$ cat config.mk
export PLATFORM = sky130hd
export DESIGN_NAME = memory_arbiter_flat
export DESIGN_NICKNAME = d
export VERILOG_FILES = /design/src/rtl/memory_arbiter_if.sv /design/src/rtl/memory_arbiter.sv /design/src/flat_wrapper.sv
export SDC_FILE = /design/constraint.sdc
export NUM_CORES = 1
export LEC_CHECK = 0
export CAP_MARGIN = 20
export CORE_AREA = 2 2 129 131
export CTS_BUF_LIST = sky130_fd_sc_hd__clkbuf_2 sky130_fd_sc_hd__clkbuf_4 sky130_fd_sc_hd__clkbuf_8
export CTS_CLUSTER_DIAMETER = 100
export DETAILED_ROUTE_END_ITERATION = 7
export DIE_AREA = 0 0 131 133
export SETUP_SLACK_MARGIN = 0.02
export SYNTH_ARGS = -nofsm -noshare
export SYNTH_HDL_FRONTEND = slang
export SYNTH_SLANG_ARGS = --single-unit
export TNS_END_PERCENT = 30
$ cat constraint.sdc
create_clock -name clk -period 2.17 [get_ports clk]
set_input_delay 0.217 -clock clk [delete_from_list [all_inputs] [get_ports clk]]
set_output_delay 0.217 -clock clk [all_outputs]
set_load 0.02 [all_outputs]
$ cat src/rtl/memory_arbiter_if.sv
// Bundle of every signal between the arbiter, the core's fetch/data ports and
// the memory. The master modport is the arbiter's view: it takes requests from
// the core and responses from the memory, and it drives grants, read data and
// memory commands. The slave modport is the environment's view of the same wires.
interface memory_arbiter_if #(
    parameter int ADDR_W = 32
);
    logic              i_start;
    logic              i_ready;
    logic [ADDR_W-1:0] i_addr;
    logic [31:0]       i_inst;
    logic              i_inst_valid;

    logic [2:0]        d_cmd;
    logic              d_cmd_ready;
    logic [ADDR_W-1:0] d_addr;
    logic [31:0]       d_wdata;
    logic [31:0]       d_wmask;
    logic [31:0]       d_rdata;
    logic              d_rdata_valid;

    logic              mem_start;
    logic              mem_ready;
    logic              mem_we;
    logic [ADDR_W-1:0] mem_addr;
    logic [31:0]       mem_wdata;
    logic [31:0]       mem_wmask;
    logic [31:0]       mem_rdata;
    logic              mem_rdata_valid;

    modport master (
        input  i_start, i_addr,
        input  d_cmd, d_addr, d_wdata, d_wmask,
        input  mem_ready, mem_rdata, mem_rdata_valid,
        output i_ready, i_inst, i_inst_valid,
        output d_cmd_ready, d_rdata, d_rdata_valid,
        output mem_start, mem_we, mem_addr, mem_wdata, mem_wmask
    );

    modport slave (
        output i_start, i_addr,
        output d_cmd, d_addr, d_wdata, d_wmask,
        output mem_ready, mem_rdata, mem_rdata_valid,
        input  i_ready, i_inst, i_inst_valid,
        input  d_cmd_ready, d_rdata, d_rdata_valid,
        input  mem_start, mem_we, mem_addr, mem_wdata, mem_wmask
    );
endinterface

$ cat src/rtl/memory_arbiter.sv
// Shares one single-ported memory between the fetch and data ports of the core.
// Data has priority; after MAX_D_STREAK data grants in a row while fetch waits,
// fetch gets the next grant. Only one read is ever outstanding.
//
// state  | meaning
// -------+-----------------------------------------------------------
// IDLE   | no read outstanding; grant issued combinationally
// I_WAIT | fetch read accepted by memory, waiting for mem_rdata_valid
// D_WAIT | data read accepted by memory, waiting for mem_rdata_valid
module memory_arbiter #(
    parameter int          ADDR_W       = 32,
    parameter int unsigned MAX_D_STREAK = 4
) (
    input  logic               clk,
    input  logic               rst_n,
    memory_arbiter_if.master   bus,
    output logic               err_unexp
);

    typedef enum logic [1:0] {
        IDLE   = 2'd0,
        I_WAIT = 2'd1,
        D_WAIT = 2'd2
    } state_t;

    localparam logic [3:0] STREAK_MAX = 4'(MAX_D_STREAK);

    state_t            state_q, state_d;
    logic [3:0]        streak_q, streak_d;
    logic [31:0]       i_inst_q, i_inst_d;
    logic              i_inst_valid_q, i_inst_valid_d;
    logic [31:0]       d_rdata_q, d_rdata_d;
    logic              d_rdata_valid_q, d_rdata_valid_d;
    logic              err_q, err_d;

    logic              in_idle;
    logic              d_req;
    logic              i_req;
    logic              grant_i;
    logic              grant_d;
    logic              accept;
    logic [ADDR_W-1:0] mem_addr_sel;

    // Grant and memory command mux; rst_n gating keeps every output low while reset is held.
    always_comb begin
        in_idle      = (state_q == IDLE) && rst_n;
        d_req        = (bus.d_cmd == 3'd1) || (bus.d_cmd == 3'd2);
        i_req        = bus.i_start;
        grant_i      = in_idle && i_req && (!d_req || (streak_q == STREAK_MAX));
        grant_d      = in_idle && d_req && !grant_i;
        accept       = (grant_i || grant_d) && bus.mem_ready;
        mem_addr_sel = '0;
        if (grant_i) begin
            mem_addr_sel = bus.i_addr;
        end else if (grant_d) begin
            mem_addr_sel = bus.d_addr;
        end
    end

    assign bus.mem_start     = grant_i || grant_d;
    assign bus.mem_we        = grant_d && (bus.d_cmd == 3'd2);
    assign bus.mem_addr      = mem_addr_sel;
    assign bus.mem_wdata     = grant_d ? bus.d_wdata : 32'd0;
    assign bus.mem_wmask     = grant_d ? bus.d_wmask : 32'd0;
    assign bus.i_ready       = grant_i && bus.mem_ready;
    assign bus.d_cmd_ready   = grant_d && bus.mem_ready;
    assign bus.i_inst        = i_inst_q;
    assign bus.i_inst_valid  = i_inst_valid_q;
    assign bus.d_rdata       = d_rdata_q;
    assign bus.d_rdata_valid = d_rdata_valid_q;
    assign err_unexp         = err_q;

    // Next-state: transaction tracking, streak counter, read-data capture and stray-response flag.
    always_comb begin
        state_d         = state_q;
        streak_d        = streak_q;
        i_inst_d        = i_inst_q;
        i_inst_valid_d  = 1'b0;
        d_rdata_d       = d_rdata_q;
        d_rdata_valid_d = 1'b0;
        err_d           = err_q || (bus.mem_rdata_valid && (state_q == IDLE));

        case (state_q)
            IDLE: begin
                if (accept) begin
                    if (grant_i) begin
                        state_d  = I_WAIT;
                        streak_d = 4'd0;
                    end else begin
                        if (bus.d_cmd == 3'd1) begin
                            state_d = D_WAIT;
                        end
                        if (!bus.i_start) begin
                            streak_d = 4'd0;
                        end else if (streak_q != STREAK_MAX) begin
                            streak_d = streak_q + 4'd1;
                        end
                    end
                end
            end
            I_WAIT: begin
                if (bus.mem_rdata_valid) begin
                    i_inst_d       = bus.mem_rdata;
                    i_inst_valid_d = 1'b1;
                    state_d        = IDLE;
                end
            end
            D_WAIT: begin
                if (bus.mem_rdata_valid) begin
                    d_rdata_d       = bus.mem_rdata;
                    d_rdata_valid_d = 1'b1;
                    state_d         = IDLE;
                end
            end
            default: begin
                state_d = IDLE;
            end
        endcase
    end

    // State and output registers; reset abandons any outstanding read.
    always_ff @(posedge clk or negedge rst_n) begin
        if (!rst_n) begin
            state_q         <= IDLE;
            streak_q        <= 4'd0;
            i_inst_q        <= 32'd0;
            i_inst_valid_q  <= 1'b0;
            d_rdata_q       <= 32'd0;
            d_rdata_valid_q <= 1'b0;
            err_q           <= 1'b0;
        end else begin
            state_q         <= state_d;
            streak_q        <= streak_d;
            i_inst_q        <= i_inst_d;
            i_inst_valid_q  <= i_inst_valid_d;
            d_rdata_q       <= d_rdata_d;
            d_rdata_valid_q <= d_rdata_valid_d;
            err_q           <= err_d;
        end
    end

endmodule

$ cat src/flat_wrapper.sv
// flat-port wrapper written by rule: the top's interface ports become plain ports
module memory_arbiter_flat 
#(
    parameter int          ADDR_W       = 32,
    parameter int unsigned MAX_D_STREAK = 4
)
  (clk, rst_n, err_unexp, bus_i_start, bus_i_addr, bus_d_cmd, bus_d_addr, bus_d_wdata, bus_d_wmask, bus_mem_ready, bus_mem_rdata, bus_mem_rdata_valid, bus_i_ready, bus_i_inst, bus_i_inst_valid, bus_d_cmd_ready, bus_d_rdata, bus_d_rdata_valid, bus_mem_start, bus_mem_we, bus_mem_addr, bus_mem_wdata, bus_mem_wmask);
  memory_arbiter_if #(.ADDR_W(ADDR_W)) bus_i ();
  input  logic clk;
  input  logic rst_n;
  output logic err_unexp;
  input wire logic [$bits(bus_i.i_start)-1:0] bus_i_start;
  input wire logic [$bits(bus_i.i_addr)-1:0] bus_i_addr;
  input wire logic [$bits(bus_i.d_cmd)-1:0] bus_d_cmd;
  input wire logic [$bits(bus_i.d_addr)-1:0] bus_d_addr;
  input wire logic [$bits(bus_i.d_wdata)-1:0] bus_d_wdata;
  input wire logic [$bits(bus_i.d_wmask)-1:0] bus_d_wmask;
  input wire logic [$bits(bus_i.mem_ready)-1:0] bus_mem_ready;
  input wire logic [$bits(bus_i.mem_rdata)-1:0] bus_mem_rdata;
  input wire logic [$bits(bus_i.mem_rdata_valid)-1:0] bus_mem_rdata_valid;
  output wire logic [$bits(bus_i.i_ready)-1:0] bus_i_ready;
  output wire logic [$bits(bus_i.i_inst)-1:0] bus_i_inst;
  output wire logic [$bits(bus_i.i_inst_valid)-1:0] bus_i_inst_valid;
  output wire logic [$bits(bus_i.d_cmd_ready)-1:0] bus_d_cmd_ready;
  output wire logic [$bits(bus_i.d_rdata)-1:0] bus_d_rdata;
  output wire logic [$bits(bus_i.d_rdata_valid)-1:0] bus_d_rdata_valid;
  output wire logic [$bits(bus_i.mem_start)-1:0] bus_mem_start;
  output wire logic [$bits(bus_i.mem_we)-1:0] bus_mem_we;
  output wire logic [$bits(bus_i.mem_addr)-1:0] bus_mem_addr;
  output wire logic [$bits(bus_i.mem_wdata)-1:0] bus_mem_wdata;
  output wire logic [$bits(bus_i.mem_wmask)-1:0] bus_mem_wmask;
  assign bus_i.i_start = bus_i_start;
  assign bus_i.i_addr = bus_i_addr;
  assign bus_i.d_cmd = bus_d_cmd;
  assign bus_i.d_addr = bus_d_addr;
  assign bus_i.d_wdata = bus_d_wdata;
  assign bus_i.d_wmask = bus_d_wmask;
  assign bus_i.mem_ready = bus_mem_ready;
  assign bus_i.mem_rdata = bus_mem_rdata;
  assign bus_i.mem_rdata_valid = bus_mem_rdata_valid;
  assign bus_i_ready = bus_i.i_ready;
  assign bus_i_inst = bus_i.i_inst;
  assign bus_i_inst_valid = bus_i.i_inst_valid;
  assign bus_d_cmd_ready = bus_i.d_cmd_ready;
  assign bus_d_rdata = bus_i.d_rdata;
  assign bus_d_rdata_valid = bus_i.d_rdata_valid;
  assign bus_mem_start = bus_i.mem_start;
  assign bus_mem_we = bus_i.mem_we;
  assign bus_mem_addr = bus_i.mem_addr;
  assign bus_mem_wdata = bus_i.mem_wdata;
  assign bus_mem_wmask = bus_i.mem_wmask;
  memory_arbiter #(.ADDR_W(ADDR_W), .MAX_D_STREAK(MAX_D_STREAK)) u_core (.clk(clk), .rst_n(rst_n), .bus(bus_i), .err_unexp(err_unexp));
endmodule
# [Word-level counts from Yosys, hierarchy flattened]
# Index checks and enable logic that the tools add are counted.
[classes] bitwise=0 mul=0 n_eq_ne=10 n_reduce_logical=22 div=0 n_mux=15 add_sub_neg=1 shift=0 n_lt_le_gt_ge=0
[ops] op="$mux 32" n=4
[ops] op="$mux 4" n=3
[ops] op="$logic_and 1x1->1" n=10
[ops] op="$mux 2" n=4
[ops] op="$reduce_and 3->1" n=2
[ops] op="$add 4x1->4 const B" n=1
[ops] op="$eq 4x3->1 const B" n=1
[ops] op="$logic_or 1x1->1" n=4
[ops] op="$ne 2x1->1 const B" n=2
[ops] op="$ne 4x3->1 const B" n=1
[ops] op="$pmux 2 s2" n=1
[ops] op="$reduce_and 2->1" n=2
[ops] op="$eq 3x1->1 const B" n=1
[ops] op="$eq 3x2->1 const B" n=1
[ops] op="$mux 1" n=3
[ops] op="$ne 3x1->1 const B" n=1
[ops] op="$ne 3x2->1 const B" n=1
[ops] op="$eq 2x1->1 const B" n=1
[ops] op="$eq 2x2->1 const B" n=1
[ops] op="$logic_not 1->1" n=2
[ops] op="$logic_not 2->1" n=1
[ops] op="$reduce_or 2->1" n=1
[totals] regBits=73 mem_bits_rw=0 elab_cells=55 rom_bits=0 out_inout_bits=167 in_bits=168 mem_count=0 latchBits=0

# [Logic depth before layout (Yosys ltp)]
# Gate-level depths: netlist (run 1).
[depth] word_depth=11 depth_mapped=9 depth_no_buf=6

# [Least setup slack after synthesis (run 1)]
# OpenSTA, ideal clock, no wires.
[synth_timing] path_kind="flip-flop to output port" from="reg u_core.state_q[0]" to="out bus_mem_wdata[0]" n_path_buf=3 path_stages_with_launch=9 setup_slack_ns=0.306 t_arrival_ns=1.647 required_time_ns=1.953 cell_sequence="dfrtp_1 inv_1 ha_1 and2_1 and3_1 buf_2 buf_6 buf_6 and2_1"
[synth_via] elab_chain_cells=7 word_cells_on_any_way=8 cone_classes="mux: 1; reduce/logical: 7"
[synth_lines] element="from (decl)" line_no="memory_arbiter.sv:28" rtl="state_t state_q, state_d;"
[synth_lines] element="from (signal assigned)" line_no="memory_arbiter.sv:132" rtl="state_q <= state_d;"
[synth_lines] element="$logic_not 2->1 (*)" line_no="memory_arbiter.sv:46" rtl="in_idle = (state_q == IDLE) && rst_n;"
[synth_lines] element="$logic_and 1x1->1 (*)" line_no="memory_arbiter.sv:46"
[synth_lines] element="$logic_and 1x1->1 (2 in series)" line_no="memory_arbiter.sv:49" rtl="grant_i = in_idle && i_req && (!d_req || (streak_q == STREAK_MAX));"
[synth_lines] element="$logic_not 1->1" line_no="memory_arbiter.sv:50" rtl="grant_d = in_idle && d_req && !grant_i;"
[synth_lines] element="$logic_and 1x1->1 (*)" line_no="memory_arbiter.sv:50"
[synth_lines] element="$mux 32 (*)" line_no="memory_arbiter.sv:63" rtl="assign bus.mem_wdata = grant_d ? bus.d_wdata : 32'd0;"
[synth_lines] element="to (decl)" line_no="flat_wrapper.sv:30" rtl="output wire logic [$bits(bus_i.mem_wdata)-1:0] bus_mem_wdata;"
# Every way passes the cells marked *; elsewhere a longest branch is shown, timed or not.

# [Final worst setup path (run 1)]
[layout_timing] from="reg u_core.streak_q[0]" to="out bus_mem_addr[9]"
[layout_via] elab_chain_cells=7
[layout_lines] element="from (decl)" line_no="memory_arbiter.sv:29" rtl="logic [3:0] streak_q, streak_d;"
[layout_lines] element="from (signal assigned)" line_no="memory_arbiter.sv:133" rtl="streak_q <= streak_d;"
[layout_lines] element="$eq 4x3->1 (*)" line_no="memory_arbiter.sv:49"
[layout_lines] element="$logic_or 1x1->1 (*)" line_no="memory_arbiter.sv:49"
[layout_lines] element="$logic_and 1x1->1 (*)" line_no="memory_arbiter.sv:49"
[layout_lines] element="$logic_not 1->1" line_no="memory_arbiter.sv:50"
[layout_lines] element="$logic_and 1x1->1" line_no="memory_arbiter.sv:50"
[layout_lines] element="$mux 32" line_no="memory_arbiter.sv:55" rtl="end else if (grant_d) begin"
[layout_lines] element="$mux 32 (*)" line_no="memory_arbiter.sv:53" rtl="if (grant_i) begin"
[layout_lines] element="to (decl)" line_no="flat_wrapper.sv:29" rtl="output wire logic [$bits(bus_i.mem_addr)-1:0] bus_mem_addr;"
# Marks and branches as above.

==> run summary, run 1 <==
status - finished with violations
failing checks - negative setup slack
DRT iter0 DRCs - 108
DRC - 0
GR Overflow Total - 0
YS warnings - 0
Clock Path Buffers - 2
crit path buf inv count - 4
final slew viol count - 0
clk root buf - clkbuf_8
Tmin final - 2.32 ns
post-synthesis register bit count - 73
Multi-input gate area - 0.00189 mm²
DIE HEIGHT - 133 µm
fmax - 0.432 GHz
IO buf count - 334
worst skew pair latency - 0.35 ns
initial antenna violation count - 0
DIE WIDTH - 131 µm
CP max stage delay - 0.39 ns
Worst Hold Class - input port to asynchronous set/reset pin
Core Util, Final - 50.1%
dpl hpwl - 13,200 µm
commonest non-fill, non-tap cell in the layout - clkdlybuf4s50_1
leakage power - 3.57 nW
post-synthesis sequential area ratio - 48.8%
Final ANT Viol Nets - 0
first-pass GRT wire length - 24,200 µm
clk_skew - 0.00924 ns
Design Area, Final - 0.00811 mm²
Reg area - 0.00183 mm²
area grow syn2layout - 117%
largest net degree at the start of global routing - 65
Setup WS pre-CTS - -0.396 ns
Netlist cell types - 32
proportion of layout cells with a drive suffix above 1 - 40.2%
I/O pin total - 335
CTS Sinks - 73
Worst-Margin Slew - 0.807 ns
CTS tree - yes
Post-Place Cells - 870
CORE AREA - 0.0162 mm²
via count - 3,929
CP Max Fanout - 8
Cells after Synth - 312
delay-heaviest family, CP - buffers and inverters
gpl congestion - 0.774
initial core utilization - 23.1%
crit path cell chain - inv_2 > ha_4 > and3b_2 > nand2_1 > and3_4 > buf_12 > buf_16 > a22o_1 > buf_6
endpoints failing setup - 75
Fillers - 1,450
max-cap viol count - 0
DR WL/cell - 19.1 µm
clock-pin slew on the worst setup and hold paths - 0.08 ns
nets - 845
pwr dens - 1020 mW/mm²
Fin. Hold Viols - 0
All-Layer GR Usage - 18.6%
Final Worst Setup Slack - -0.145 ns
critical path class - flip-flop to primary output
vias in the first global route - 4,106
Post-Syn Nets - 485
CTS buffer count - 9
syn avg cell area - 12.0 µm²
unrepaired setup endpoints after global routing - true
maximum resistive drop on vdd - 0.000682 V
slew margin rel. - 46.2%
row count - 47
most frequent cells in the layout - 233 x clkdlybuf4s50_1, 101 x buf_6, 73 x dfrtp_1
post-route insts no fill - 897
CP Capture Type - primary output
H-tree depth - 3
placed cell area - 0.00745 mm²
ant diodes - 0
Tot Pwr - 8.24 mW
crit start category - flip-flop
DRT Pass-1 Iters - 4
die area - 0.0174 mm²
Arr. time, crit path - 2.10 ns
Vias per Instance - 4.38
Worst EP required - 1.95 ns
slowest stage cell, crit path - dfrtp_1
Final Cycle Share - 107%
Mapped Area - 0.00374 mm²
detailed-route wire length - 17,200 µm
## worst register-to-register path, delay by kind of cell, from the launching register on
| family | cells | cell delay [ns] |
|---|---|---|
| AOI/OAI and AO/OA | 2 | 0.45 |
| adders and majority gates | 1 | 0.15 |
| buffers and inverters | 3 | 0.35 |
| DFF | 1 | 0.37 |
| and+or+nand+nor | 2 | 0.39 |
## cells in the mapped netlist (all sizes together)
| cell type | n | area (µm²) |
|---|---|---|
| nor4 | 1 | 6.26 |
| nor2b | 1 | 6.26 |
| and3b | 1 | 8.76 |
| buf | 17 | 129 |
| a22oi | 1 | 7.51 |
| and3 | 4 | 25.0 |
| a21o | 1 | 7.51 |
| ha | 5 | 62.6 |
| mux2 | 64 | 721 |
| nand2b | 1 | 6.26 |
| and2 | 69 | 434 |
| nor2 | 4 | 15.0 |
| nand3 | 2 | 10.0 |
| o311ai | 1 | 16.3 |
| nor3 | 1 | 5.00 |
| or3 | 1 | 6.26 |
| inv | 9 | 33.8 |
| clkbuf | 4 | 15.0 |
| a21oi | 3 | 15.0 |
| xnor2 | 1 | 16.3 |
| o22ai | 1 | 6.26 |
| o21ai | 6 | 30.0 |
| nand2 | 4 | 15.0 |
| o311a | 1 | 10.0 |
| o32ai | 1 | 8.76 |
| nand4 | 2 | 12.5 |
| o211ai | 1 | 7.51 |
| a22o | 32 | 280 |
| dfrtp | 73 | 1830 |
## metal layers
metal	track usage (%)	part of all wire (%)	up-vias
li1	-	-	1814
met1	21.8	39	1878
met2	31.4	49	210
met3	6.15	8.9	27
met4	6.97	3.4	0
met5	0	0	-
## final cells by class
class                   count  area share [%]
multi-input cells         209            23.3
repair buffers            370            47.8
flip-flops and latches     73            22.5
clock inverters             5           0.664
clock buffers              11            1.87
inverters                   9           0.417
well taps                 220            3.40
## sequential cells by signal (all words and copies together), names as in the netlist
name,flops
u_core.state_q,2
u_core.bus.d_rdata,32
u_core.bus.i_inst,32
u_core.bus.i_inst_valid,1
u_core.bus.d_rdata_valid,1
u_core.err_unexp,1
u_core.streak_q,4
## worst paths after layout
| kind | start | slack, ns | end | depth (start not counted) |
|---|---|---|---|---|
| max | u_core.streak_q[0] | -0.15 | bus_mem_addr[9] | 9 |
| max in group asynchronous | rst_n | 0.80 | u_core.bus.i_inst[21] | 4 |
| min reg2reg | u_core.err_unexp | 0.47 | u_core.err_unexp | 1 |
| max reg2reg | u_core.streak_q[1] | 0.39 | u_core.state_q[1] | 8 |
| min in group clk | rst_n | 0.46 | u_core.state_q[0] | 4 |
| min | rst_n | 0.35 | u_core.streak_q[2] | 3 |
## stage by stage
step / TNS [ns] / hold slack, ns
2_1_floorplan: 0 / -0.0786
3_3_place_gp: -26.27 / 0.173
5_1_grt: -13.47 / 0.363
6_report: -4.06 / 0.349
4_1_cts: -10.34 / 0.327
3_5_place_dp: -26.58 / 0.172
## cell families (layout without fill, tap and decap cells)
| group | after synthesis | after routing | synth area share (%) |
|---|---|---|---|
| AND/OR/NAND/NOR | 91 | 91 | 14.7 |
| flip-flops | 73 | 73 | 48.8 |
| multiplexers | 64 | 64 | 19.3 |
| AO/OA/AOI/OAI | 48 | 48 | 10.4 |
| buffers and inverters | 30 | 395 | 4.75 |
| adder cells (fa/ha/maj) | 5 | 5 | 1.67 |
| XOR/XNOR | 1 | 1 | 0.435 |
## power by group
group,total [mW],switching (mW),internal (mW)
clock,1.11,0.516,0.590
sequential,2.35,0.329,2.02
combinational,4.79,2.16,2.63
## what timing repair did
| action | in CTS | in global routing |
|---|---|---|
| setup buffers | 4 | 3 |
| hold buffers | 1 | 0 |
| pin swaps | 46 | 32 |
| endpoints found under the hold margin | 9 | 0 |
| endpoints found under the setup margin | 99 | 99 |
| resized for setup | 624 | 34 |
| cloned | 4 | 1 |
(Power assumes the default switching activity.)
==> run 2, diff against run 1 <==
--- a/config.mk
+++ b/config.mk
@@ -9,6 +9,7 @@
 export CORE_AREA = 2 2 129 131
 export CTS_BUF_LIST = sky130_fd_sc_hd__clkbuf_2 sky130_fd_sc_hd__clkbuf_4 sky130_fd_sc_hd__clkbuf_8
 export CTS_CLUSTER_DIAMETER = 100
+export CTS_CLUSTER_SIZE = 8
 export DETAILED_ROUTE_END_ITERATION = 7
 export DIE_AREA = 0 0 131 133
 export SETUP_SLACK_MARGIN = 0.02
==> results of run 2 <==
The final DEF is identical to that of run 1; final timing and power are the same.
